--- src/rtl/trena_seq_uc.sv ---
// rtl/trena_seq_uc.sv - measure/transmit round sequencer for the sonar serial report
// Define TRENA_TIMEOUT_EN to build the MEDE timeout timer and the ERRO state.
module trena_seq_uc #(
  parameter int NUM_CHARS        = 4,
  parameter int NUM_MEDIDAS      = 1,
  parameter int INTERVALO_CYCLES = 50,
  parameter int TIMEOUT_CYCLES   = 1000000,
  localparam int CW = (NUM_CHARS > 1) ? $clog2(NUM_CHARS) : 1,
  localparam int MW = (NUM_MEDIDAS > 1) ? $clog2(NUM_MEDIDAS) : 1
) (
  input  logic          clock,
  input  logic          reset,
  input  logic          mensurar,
  input  logic          modo_continuo,
  input  logic          pronto_medida,
  input  logic          pronto_transmissao,
  output logic          zera,
  output logic          medir,
  output logic          partida_serial,
  output logic [CW-1:0] indice_char,
  output logic [MW-1:0] indice_medida,
  output logic          pronto,
  output logic          erro_timeout,
  output logic [3:0]    db_estado
);

  localparam int IW = $clog2(INTERVALO_CYCLES + 1);
  localparam logic [CW-1:0] CHAR_LAST = CW'(NUM_CHARS - 1);
  localparam logic [MW-1:0] MED_LAST  = MW'(NUM_MEDIDAS - 1);
  localparam logic [IW-1:0] INT_LAST  = IW'(INTERVALO_CYCLES - 1);

  if (NUM_CHARS < 1 || NUM_MEDIDAS < 1 || INTERVALO_CYCLES < 1 || TIMEOUT_CYCLES < 2) begin : g_bad_params
    $error("trena_seq_uc: parameter out of range");
  end

  typedef enum logic [3:0] {
    INICIAL   = 4'd0,
    PREP      = 4'd1,
    MEDE      = 4'd2,
    ENVIA     = 4'd3,
    AGUARDA   = 4'd4,
    PROX      = 4'd5,
    INTERVALO = 4'd6,
    FINAL     = 4'd7,
    ERRO      = 4'd8
  } estado_t;

  estado_t       estado_q, estado_d;
  logic [CW-1:0] char_q, char_d;
  logic [MW-1:0] medida_q, medida_d;
  logic [IW-1:0] int_q, int_d;
  // set when the running interval was started from FINAL (new command, round 0)
  logic          from_final_q, from_final_d;

`ifdef TRENA_TIMEOUT_EN
  localparam int TW = (TIMEOUT_CYCLES > 2) ? $clog2(TIMEOUT_CYCLES) : 1;
  localparam logic [TW-1:0] TMO_LAST = TW'(TIMEOUT_CYCLES - 1);
  logic [TW-1:0] timer_q, timer_d;
`endif

  always_comb begin
    estado_d     = estado_q;
    char_d       = char_q;
    medida_d     = medida_q;
    int_d        = int_q;
    from_final_d = from_final_q;
`ifdef TRENA_TIMEOUT_EN
    timer_d      = timer_q;
`endif
    case (estado_q)
      INICIAL: begin
        if (mensurar) begin
          estado_d = PREP;
          medida_d = '0;
        end
      end
      PREP: begin
        estado_d = MEDE;
        char_d   = '0;
`ifdef TRENA_TIMEOUT_EN
        timer_d  = '0;
`endif
      end
      MEDE: begin
        if (pronto_medida) begin
          estado_d = ENVIA;
        end
`ifdef TRENA_TIMEOUT_EN
        else if (timer_q == TMO_LAST) begin
          estado_d = ERRO;
        end else begin
          timer_d = timer_q + 1'b1;
        end
`endif
      end
      ENVIA: estado_d = AGUARDA;
      AGUARDA: begin
        if (pronto_transmissao) begin
          if (char_q != CHAR_LAST) begin
            estado_d = PROX;
          end else if (medida_q != MED_LAST) begin
            estado_d     = INTERVALO;
            int_d        = '0;
            from_final_d = 1'b0;
          end else begin
            estado_d = FINAL;
          end
        end
      end
      PROX: begin
        char_d   = char_q + 1'b1;
        estado_d = ENVIA;
      end
      INTERVALO: begin
        if (int_q == INT_LAST) begin
          estado_d = PREP;
          medida_d = from_final_q ? '0 : medida_q + 1'b1;
        end else begin
          int_d = int_q + 1'b1;
        end
      end
      FINAL: begin
        if (modo_continuo) begin
          estado_d     = INTERVALO;
          int_d        = '0;
          from_final_d = 1'b1;
        end else if (mensurar) begin
          estado_d = PREP;
          medida_d = '0;
        end
      end
`ifdef TRENA_TIMEOUT_EN
      ERRO: begin
        if (mensurar) begin
          estado_d = PREP;
          medida_d = '0;
        end
      end
`endif
      default: estado_d = INICIAL;
    endcase
  end

  always_ff @(posedge clock) begin
    if (reset) begin
      estado_q     <= INICIAL;
      char_q       <= '0;
      medida_q     <= '0;
      int_q        <= '0;
      from_final_q <= 1'b0;
    end else begin
      estado_q     <= estado_d;
      char_q       <= char_d;
      medida_q     <= medida_d;
      int_q        <= int_d;
      from_final_q <= from_final_d;
    end
  end

`ifdef TRENA_TIMEOUT_EN
  always_ff @(posedge clock) begin
    if (reset) timer_q <= '0;
    else       timer_q <= timer_d;
  end
  assign erro_timeout = (estado_q == ERRO);
`else
  assign erro_timeout = 1'b0;
`endif

  assign zera           = (estado_q == INICIAL) || (estado_q == PREP);
  assign medir          = (estado_q == PREP);
  assign partida_serial = (estado_q == ENVIA);
  assign pronto         = (estado_q == FINAL);
  assign indice_char    = char_q;
  assign indice_medida  = medida_q;
  assign db_estado      = estado_q;

endmodule

--- config.mk ---
export PLATFORM = sky130hd
export DESIGN_NAME = trena_seq_uc
export DESIGN_NICKNAME = d
export VERILOG_FILES = /design/src/rtl/trena_seq_uc.sv
export SDC_FILE = /design/constraint.sdc
export NUM_CORES = 1
export LEC_CHECK = 0
export BUFFER_PORTS_ARGS = -buffer_cell sky130_fd_sc_hd__buf_2
export CORE_MARGIN = 10
export CORE_UTILIZATION = 45
export CTS_BUF_LIST = sky130_fd_sc_hd__clkbuf_16
export CTS_CLUSTER_DIAMETER = 100
export DETAILED_ROUTE_END_ITERATION = 8
export HOLD_SLACK_MARGIN = 0.05
export PLACE_DENSITY = 0.66
export SLEW_MARGIN = 10
export SYNTH_ARGS = -nofsm -noshare
export SYNTH_HDL_FRONTEND = slang
export SYNTH_SLANG_ARGS = --single-unit
--- constraint.sdc ---
create_clock -name clock -period 2.4 [get_ports clock]
set_clock_uncertainty 0.2 [all_clocks]
set_input_delay 0.12 -clock clock [delete_from_list [all_inputs] [get_ports clock]]
set_output_delay 0.12 -clock clock [all_outputs]
set_load 0.005 [all_outputs]
==> results of run 1 <==
## area by class of cell
type / instances / area, um^2 / area share [%]
Tap cell: 27 / 33.8 / 3.09
Timing Repair Buffer: 20 / 118 / 10.8
Sequential cell: 14 / 280 / 25.6
Multi-Input combinational cell: 92 / 568 / 51.9
Clock buffer: 3 / 75.1 / 6.86
Inverter: 5 / 18.8 / 1.72
## cell families (layout without fill, tap and decap cells)
family | count (synthesis) | after routing | synth area share (%)
AO/OA/AOI/OAI | 28 | 28 | 21.5
adder cells (fa/ha/maj) | 3 | 3 | 4.21
flip-flops | 14 | 14 | 31.4
other | 1 | 2 | 0.420
AND/OR/NAND/NOR | 56 | 56 | 33.7
multiplexers | 3 | 3 | 3.51
buffers and inverters | 11 | 28 | 5.33
## repair_timing
item,CTS,global route
resized for setup,0,0
hold endpoints to repair,8,0
hold buffers,3,0
setup buffers,0,0
## through the flow
step	power [mW]	hold slack, ns	utilization, %
6_report	0.594	0.150	56.9
5_1_grt	0.613	0.177	56.9
4_1_cts	0.597	0.151	56.9
3_5_place_dp	0.280	0.214	51.4
3_3_place_gp	0.280	0.213	51.4
2_1_floorplan	0.266	0.0560	-
## synthesized netlist by cell type, types with 2 or more instances
library cell / count / share of area (%)
or3_1: 7 / 4.9
nand2b_1: 3 / 2.1
o21ai_0: 5 / 2.8
nand3_1: 4 / 2.2
and2_1: 2 / 1.4
or2_2: 4 / 2.8
ha_1: 3 / 4.2
dfxtp_1: 14 / 31
nand2_1: 17 / 7.2
a31oi_1: 3 / 2.1
o211ai_1: 2 / 1.7
nor3_1: 3 / 1.7
buf_2: 2 / 1.1
inv_1: 5 / 2.1
a21oi_1: 8 / 4.5
clkbuf_1: 3 / 1.3
nor2b_1: 2 / 1.4
mux2i_1: 2 / 2.2
nor2_1: 7 / 2.9
## cell usage in the layout (no fill, tap or decap), types with 2 or more instances in the layout
| cell type | Yosys | final |
|---|---|---|
| conb_1 | 1 | 2 |
| dlygate4sd3_1 | 0 | 3 |
| mux2i_1 | 2 | 2 |
| a31oi_1 | 3 | 3 |
| nand2_1 | 17 | 17 |
| clkbuf_16 | 0 | 3 |
| a21oi_1 | 8 | 8 |
| o21ai_0 | 5 | 5 |
| o211ai_1 | 2 | 2 |
| nor2_1 | 7 | 7 |
| ha_1 | 3 | 3 |
| buf_2 | 2 | 16 |
| nand2b_1 | 3 | 3 |
| inv_1 | 5 | 5 |
| nor2b_1 | 2 | 2 |
| or3_1 | 7 | 7 |
| and2_1 | 2 | 2 |
| nand3_1 | 4 | 4 |
| nor3_1 | 3 | 3 |
| dfxtp_1 | 14 | 14 |
| or2_2 | 4 | 4 |
## per-layer routing
metal  routed length, um  track usage [%]
met5                   0                0
met4                  57             7.22
met3                 171             4.47
met2                1130             19.8
met1                1010             12.9
## critical path: stages, from the launching register on
cell,delay [ns]
dfxtp_1,0.58
nand2_1,0.16
or3_1,0.36
o21ai_0,0.17
a21oi_1,0.08
dlygate4sd3_1,0.55
## final timing paths
check        depth (start not counted)              to
max                                  5    from_final_q
min                                  4    db_estado[1]
max reg2reg                          5    from_final_q
min reg2reg                          2  indice_char[1]
## sequential cells by signal (all words and copies together) (netlist names)
signal and flops:
db_estado 4, from_final_q 1, indice_char 2, indice_medida 1, int_q 6
## power by group
| group | internal, mW | leakage [nW] | switching, mW |
|---|---|---|---|
| Clock | 0.218 | 0.0370 | 0.0971 |
| Combinational | 0.0181 | 0.255 | 0.0203 |
| Sequential | 0.235 | 0.113 | 0.00528 |
==> flow_metrics.tcl, run 1 <==
set metrics [dict create \
    ant_nets 0 \
    drt_wl_total_mm 2.37 \
    grt_pass1_vias 854 \
    drv_cap 0 \
    ys.flop_type "dfxtp_1" \
    antenna_cells 0 \
    nets 145 \
    vias 908 \
    gr-total-overflow 0 \
    drive_gt1_share_pct 20.9 \
    setup_ws_ns 0.172 \
    cts_tree "built" \
    grt_first_pass_wirelength_mm 4.04 \
    rrSetupSlack_ns 0.17 \
    coreArea_um2 1920 \
    setup_tns_ns 0 \
    drc_errors 0 \
    ys_seq_elements 14 \
    place_hpwl_mm 1.72 \
    clkLatencyLatePin_ns 0.24 \
    critical_path_arrival_ns 2.16 \
    drtIter0Drc 25 \
    dieArea_um2 4160 \
    hold_viol 0 \
    fin_crit_sh_pct 92.9 \
    wl_per_cell_um 14.7 \
    cts.path.max_buffers 2 \
    fmax_mhz 449 \
    antenna_found_initial 0 \
    clock_sinks 14 \
    dp_slack_ns 0.352 \
    area_growth_pct 22.6 \
    synth_edf_count 0 \
    die_h_um 64.5 \
    clkTransAtPathRegs_ns 0.05 \
    num_rows 16 \
    drt_first_pass_iters 4 \
    vias_per_cell 5.64 \
    clock_tree.root_cell "clkbuf_16" \
    r2r_start "db_estado[2]" \
    netlist_area_um2 892 \
    finalNonFillerCells 161 \
    synth-seq-area-share_pct 31.4 \
    synth.distinct_cells 39 \
    worstMarginPinSlew_ns 0.535 \
    cts.htree.levels 1 \
    ir_worst_vdd_mv 0.366 \
    die_x_um 64.5 \
    ys_async_sr_fraction_pct 0 \
    hp-class "in -> reg" \
    place_inst 155 \
    gp_congestion 0.814 \
    cp-end-kind "register" \
    start_util_pct 46.4 \
    crit_fanout 15 \
    grt_max_degree 19 \
    syn_inst 116 \
    setup_viol 0 \
    io_pins 18 \
    hp-start "pronto_medida" \
    worst_setup_path_start_kind "register" \
    grt_usage_pct 12.0 \
    min_period_ns 2.23 \
    crit_required_ns 2.33 \
    critical_path_class "reg -> reg" \
    slew_headroom_pct 64.3 \
    rsz0062_at_grt "false" \
    crit_start "db_estado[2]" \
    powerDensity_nw_per_um2 543 \
    status "completed" \
    io_buffer_count 16 \
    timing.final.max_slew_violations 0 \
    cts_made_buffers 3 \
    fillers 194 \
    yosys_warnings 0 \
    place_area_um2 988 \
    synth.avg_cell_area_um2 7.69 \
    p_leak_nw 0.406 \
    fin_area_um2 1090 \
]
Note: power is estimated with default switching activity, not from simulation.
==> inputs of run 2 (changes only) <==
--- a/config.mk
+++ b/config.mk
@@ -13,6 +13,7 @@
 export DETAILED_ROUTE_END_ITERATION = 8
 export HOLD_SLACK_MARGIN = 0.05
 export PLACE_DENSITY = 0.66
+export RECOVER_POWER = 100
 export SLEW_MARGIN = 10
 export SYNTH_ARGS = -nofsm -noshare
 export SYNTH_HDL_FRONTEND = slang
==> run 2 against run 1 <==
Against the previous run:
- highest routed layer unchanged
- clock power is essentially flat
- via count shrank 0.22%
- total power fell by 0.11%
- critical path type unchanged
==> flow_metrics.tcl, run 2 (synthesis results as in run 1) <==
set metrics [dict create \
    drt_first_pass_iters 4 \
    vias_per_cell 5.63 \
    crit_fanout 12 \
    drv_cap 0 \
    die_x_um 64.5 \
    grt_first_pass_wirelength_mm 4.04 \
    met2_length_mm 1.14 \
    io_buffer_count 16 \
    start_util_pct 46.4 \
    critical_path_arrival_ns 2.23 \
    wl_met1_mm 1.00 \
    top_register "int_q" \
    min_period_ns 2.24 \
    rsz0062_at_grt "false" \
    worstMarginPinSlew_ns 0.548 \
    powerDensity_nw_per_um2 554 \
    hold_viol 0 \
    cts.path.max_buffers 2 \
    setup_viol 0 \
    vias 906 \
    ant_nets 0 \
    drc_errors 0 \
    timing.final.max_slew_violations 0 \
    cts.htree.levels 1 \
    ir_worst_vdd_mv 0.380 \
    dieArea_um2 4160 \
    drtIter0Drc 32 \
    layout_common_cells "17 x nand2_1, 14 x dfxtp_1, 11 x clkbuf_1, 8 x a21oi_1" \
    cts_resized 0 \
    fin_crit_sh_pct 93.2 \
    dr_wl_met3_um 199 \
    slew_headroom_pct 63.4 \
    status "completed" \
    gr-total-overflow 0 \
    grt_pass1_vias 854 \
    dp_slack_ns 0.352 \
    cp-end-kind "register" \
    grt_usage_pct 12.0 \
    worst_setup_path_start_kind "register" \
    clkLatencyLatePin_ns 0.25 \
    area_growth_pct 20.1 \
    clock_sinks 14 \
    grt_max_degree 19 \
    multi_input_area_um2 562 \
    gp_congestion 0.814 \
    hold_slack_ns 0.185 \
    die_h_um 64.5 \
    num_rows 16 \
    critical_path_class "reg -> reg" \
    cts_setup_buffers 0 \
    regArea_um2 280 \
    nets 145 \
    final_common_cell "nand2_1" \
    drt_wl_total_mm 2.39 \
    highest_layer "met4" \
    clock_tree.root_cell "clkbuf_16" \
    setup_tns_ns 0 \
    place_hpwl_mm 1.72 \
    largest_register_ff_count 6 \
    report.power.total_mw 0.594 \
    wl_per_cell_um 14.9 \
    coreArea_um2 1920 \
    p_leak_nw 0.361 \
    drive_gt1_share_pct 11.9 \
    antenna_found_initial 0 \
    clkTransAtPathRegs_ns 0.05 \
    crit_required_ns 2.39 \
    hp-class "in -> reg" \
    fillers 195 \
    cts_made_buffers 3 \
    antenna_cells 0 \
    setup_ws_ns 0.162 \
    io_pins 18 \
    cts_tree "built" \
    fmax_mhz 447 \
]
[run 2: cell types whose count changed in the layout (fill, tap and decap cells not counted), sizes merged]
cell,previous run,this run
buf,17,6
clkbuf,3,14
[run 2: worst paths after layout]
kind / start / to / slack (ns) / cells past startpoint
hold / removal: pronto_medida / db_estado[1] / 0.19 / 4
setup reg to reg: db_estado[0] / from_final_q / 0.16 / 6
hold reg to reg: indice_char[1] / indice_char[1] / 0.29 / 2
setup / recovery: db_estado[0] / from_final_q / 0.16 / 6
[run 2: timing repair]
item,in CTS,in global routing
hold endpoints to repair,8,0
endpoints found under the setup margin,0,0
hold buffers,3,0
[run 2: cell type report]
cell class | count | share of cell area [%]
Tap cell | 27 | 3.15
Sequential cell | 14 | 26.2
Clock buffer | 3 | 7.01
Timing Repair Buffer | 20 | 9.46
Multi-Input combinational cell | 92 | 52.5
Inverter | 5 | 1.75
[run 2: metal layers]
| metal | vias up | track usage, % |
|---|---|---|
| met2 | 32 | 19.8 |
| li1 | 448 | - |
| met3 | 5 | 4.47 |
| met4 | 0 | 7.22 |
| met1 | 421 | 12.9 |
| met5 | - | 0 |
[run 2: power breakdown]
group | total, mW | internal, mW | switching, mW
Combinational | 0.0372 | 0.0167 | 0.0205
Sequential | 0.241 | 0.235 | 0.00548
Clock | 0.316 | 0.218 | 0.0974
Total | 0.594 | 0.470 | 0.123
[run 2: worst max-delay path, stage by stage, from the launching register on]
cell and delay [ns]:
dfxtp_1 0.43, clkbuf_1 0.46, nand2b_1 0.18, nor2_1 0.18, nand2_1 0.07, a21oi_1 0.12
dlygate4sd3_1 0.55
[run 2: stage by stage]
step	utilization, %	cell area [um^2]	cells
floorplan	-	896	117
global placement	51.4	988	155
detailed placement	51.4	988	155
CTS	56.9	1090	161
global route	55.7	1070	161
finish	55.7	1070	161
==> inputs of run 3 (changes only) <==
--- a/config.mk
+++ b/config.mk
@@ -6,7 +6,7 @@
 export NUM_CORES = 1
 export LEC_CHECK = 0
 export BUFFER_PORTS_ARGS = -buffer_cell sky130_fd_sc_hd__buf_2
-export CORE_MARGIN = 10
+export CORE_MARGIN = 2
 export CORE_UTILIZATION = 45
 export CTS_BUF_LIST = sky130_fd_sc_hd__clkbuf_16
 export CTS_CLUSTER_DIAMETER = 100
==> run 3 against run 2 <==
Against the previous run:
- global-route usage is 7.0 points higher
- maximum frequency is 0.97% higher
- cell area rose by 0.70%
- first-iteration DRC count decreased by 25%
- clock power fell by 3%
- count of clock-buffer cells in the layout is the same
- utilization increased by 0.39 points
- routed wire length shrank 14%
- register-to-register slack better by 0.02 ns
- non-clock buffer count unchanged
- largest power group unchanged
==> flow_metrics.tcl, run 3 (synthesis results as in run 1) <==
set metrics [dict create \
    place_hpwl_mm 1.49 \
    antenna_found_initial 0 \
    r2r_end "from_final_q" \
    finalNonFillerCells 161 \
    hold_viol 0 \
    crit_fanout 15 \
    grt_usage_pct 19.1 \
    setup_tns_ns 0 \
    clkTransAtPathRegs_ns 0.04 \
    fin_util_pct 56.1 \
    ant_nets 0 \
    rrSetupSlack_ns 0.18 \
    hp-class "in -> reg" \
    timing.final.max_slew_violations 0 \
    reg2reg_depth 5 \
    cts_hold_buf 3 \
    critPathCapture "from_final_q" \
    vias_per_cell 5.40 \
    dieArea_um2 2350 \
    crit_start "db_estado[2]" \
    ir_worst_vdd_mv 0.366 \
    cp-end-kind "register" \
    cts.path.max_buffers 2 \
    fin_crit_sh_pct 92.3 \
    setup_ws_ns 0.184 \
    dp_slack_ns 0.357 \
    clkLatencyLatePin_ns 0.24 \
    cts_resized 0 \
    gr-total-overflow 0 \
    clock_sinks 14 \
    critical_path_arrival_ns 2.14 \
    drc_errors 0 \
    powerDensity_nw_per_um2 541 \
    num_rows 16 \
    io_pins 18 \
    hold_slack_ns 0.177 \
    final_common_cell "nand2_1" \
    drive_gt1_share_pct 16.4 \
    rsz0062_at_grt "false" \
    antenna_cells 0 \
    area_growth_pct 20.9 \
    largest_register_ff_count 6 \
    grt_pass1_vias 849 \
    drt_wl_total_mm 2.05 \
    clock_tree.root_cell "clkbuf_16" \
    min_period_ns 2.22 \
    r2r_start "db_estado[2]" \
    io_buffer_count 16 \
    nets 145 \
    grt_first_pass_wirelength_mm 3.63 \
    slew_headroom_pct 64.3 \
    crit_required_ns 2.33 \
    status "completed" \
    critical_path_class "reg -> reg" \
    cts_tree "built" \
    p_leak_nw 0.384 \
    cts.htree.levels 1 \
    coreArea_um2 1920 \
    die_h_um 48.5 \
    worstMarginPinSlew_ns 0.535 \
    start_util_pct 46.4 \
    wl_per_cell_um 12.7 \
    setup_viol 0 \
    gp_congestion 0.865 \
    grt_max_degree 19 \
    drv_cap 0 \
    drt_first_pass_iters 4 \
    die_x_um 48.5 \
    vias 870 \
    drtIter0Drc 24 \
    layout_common_cells "17 x nand2_1, 14 x dfxtp_1, 11 x buf_2, 8 x a21oi_1" \
    worst_setup_path_start_kind "register" \
    fmax_mhz 451 \
    place_inst 155 \
    top_register "int_q" \
    cts_setup_buffers 0 \
    cts_made_buffers 3 \
]
run 3: cell types whose count changed in the layout (fill, tap and decap cells not counted), sizes merged:
cell | before | now
buf | 6 | 11
clkbuf | 14 | 9
run 3: cell type report:
| type | count | area [um^2] |
|---|---|---|
| Clock buffer | 3 | 75.1 |
| Fill cell | 192 | 843 |
| Inverter | 5 | 18.8 |
| Multi-Input combinational cell | 92 | 562 |
| Sequential cell | 14 | 280 |
| Tap cell | 27 | 33.8 |
| Timing Repair Buffer | 20 | 109 |
run 3: through the flow:
step           cell area [um^2]  total power [mW]
6_report                   1080             0.583
5_1_grt                    1080             0.607
4_1_cts                    1090             0.593
3_5_place_dp                988             0.280
3_3_place_gp                988             0.280
2_1_floorplan               896             0.266
run 3: worst min path at each step:
stage | from | endpoint | depth (start not counted)
detailed placement | modo_continuo | from_final_q | 3
global placement | modo_continuo | from_final_q | 3
global route | pronto_medida | db_estado[1] | 4
floorplan | modo_continuo | from_final_q | 2
CTS | pronto_medida | db_estado[1] | 4
finish | pronto_medida | db_estado[1] | 4
run 3: layer usage:
| layer | GRT usage, % | part of all wire, % |
|---|---|---|
| met5 | 0 | 0 |
| met4 | 1.43 | 0 |
| met3 | 6.48 | 5.6 |
| met2 | 33.8 | 47 |
| met1 | 23.4 | 48 |
run 3: power by group:
| part | switching (mW) | total [mW] | internal, mW | leakage, nW |
|---|---|---|---|---|
| registers | 0.00516 | 0.241 | 0.235 | 0.113 |
| clock network | 0.0888 | 0.306 | 0.217 | 0.0370 |
| logic | 0.0194 | 0.0365 | 0.0171 | 0.234 |
| total | 0.113 | 0.583 | 0.470 | 0.384 |
run 3: critical path, cell delays in order, from the launching register on:
cell,delay (ns)
dfxtp_1,0.58
nand2_1,0.16
or3_1,0.35
o21ai_0,0.16
a21oi_1,0.08
dlygate4sd3_1,0.56
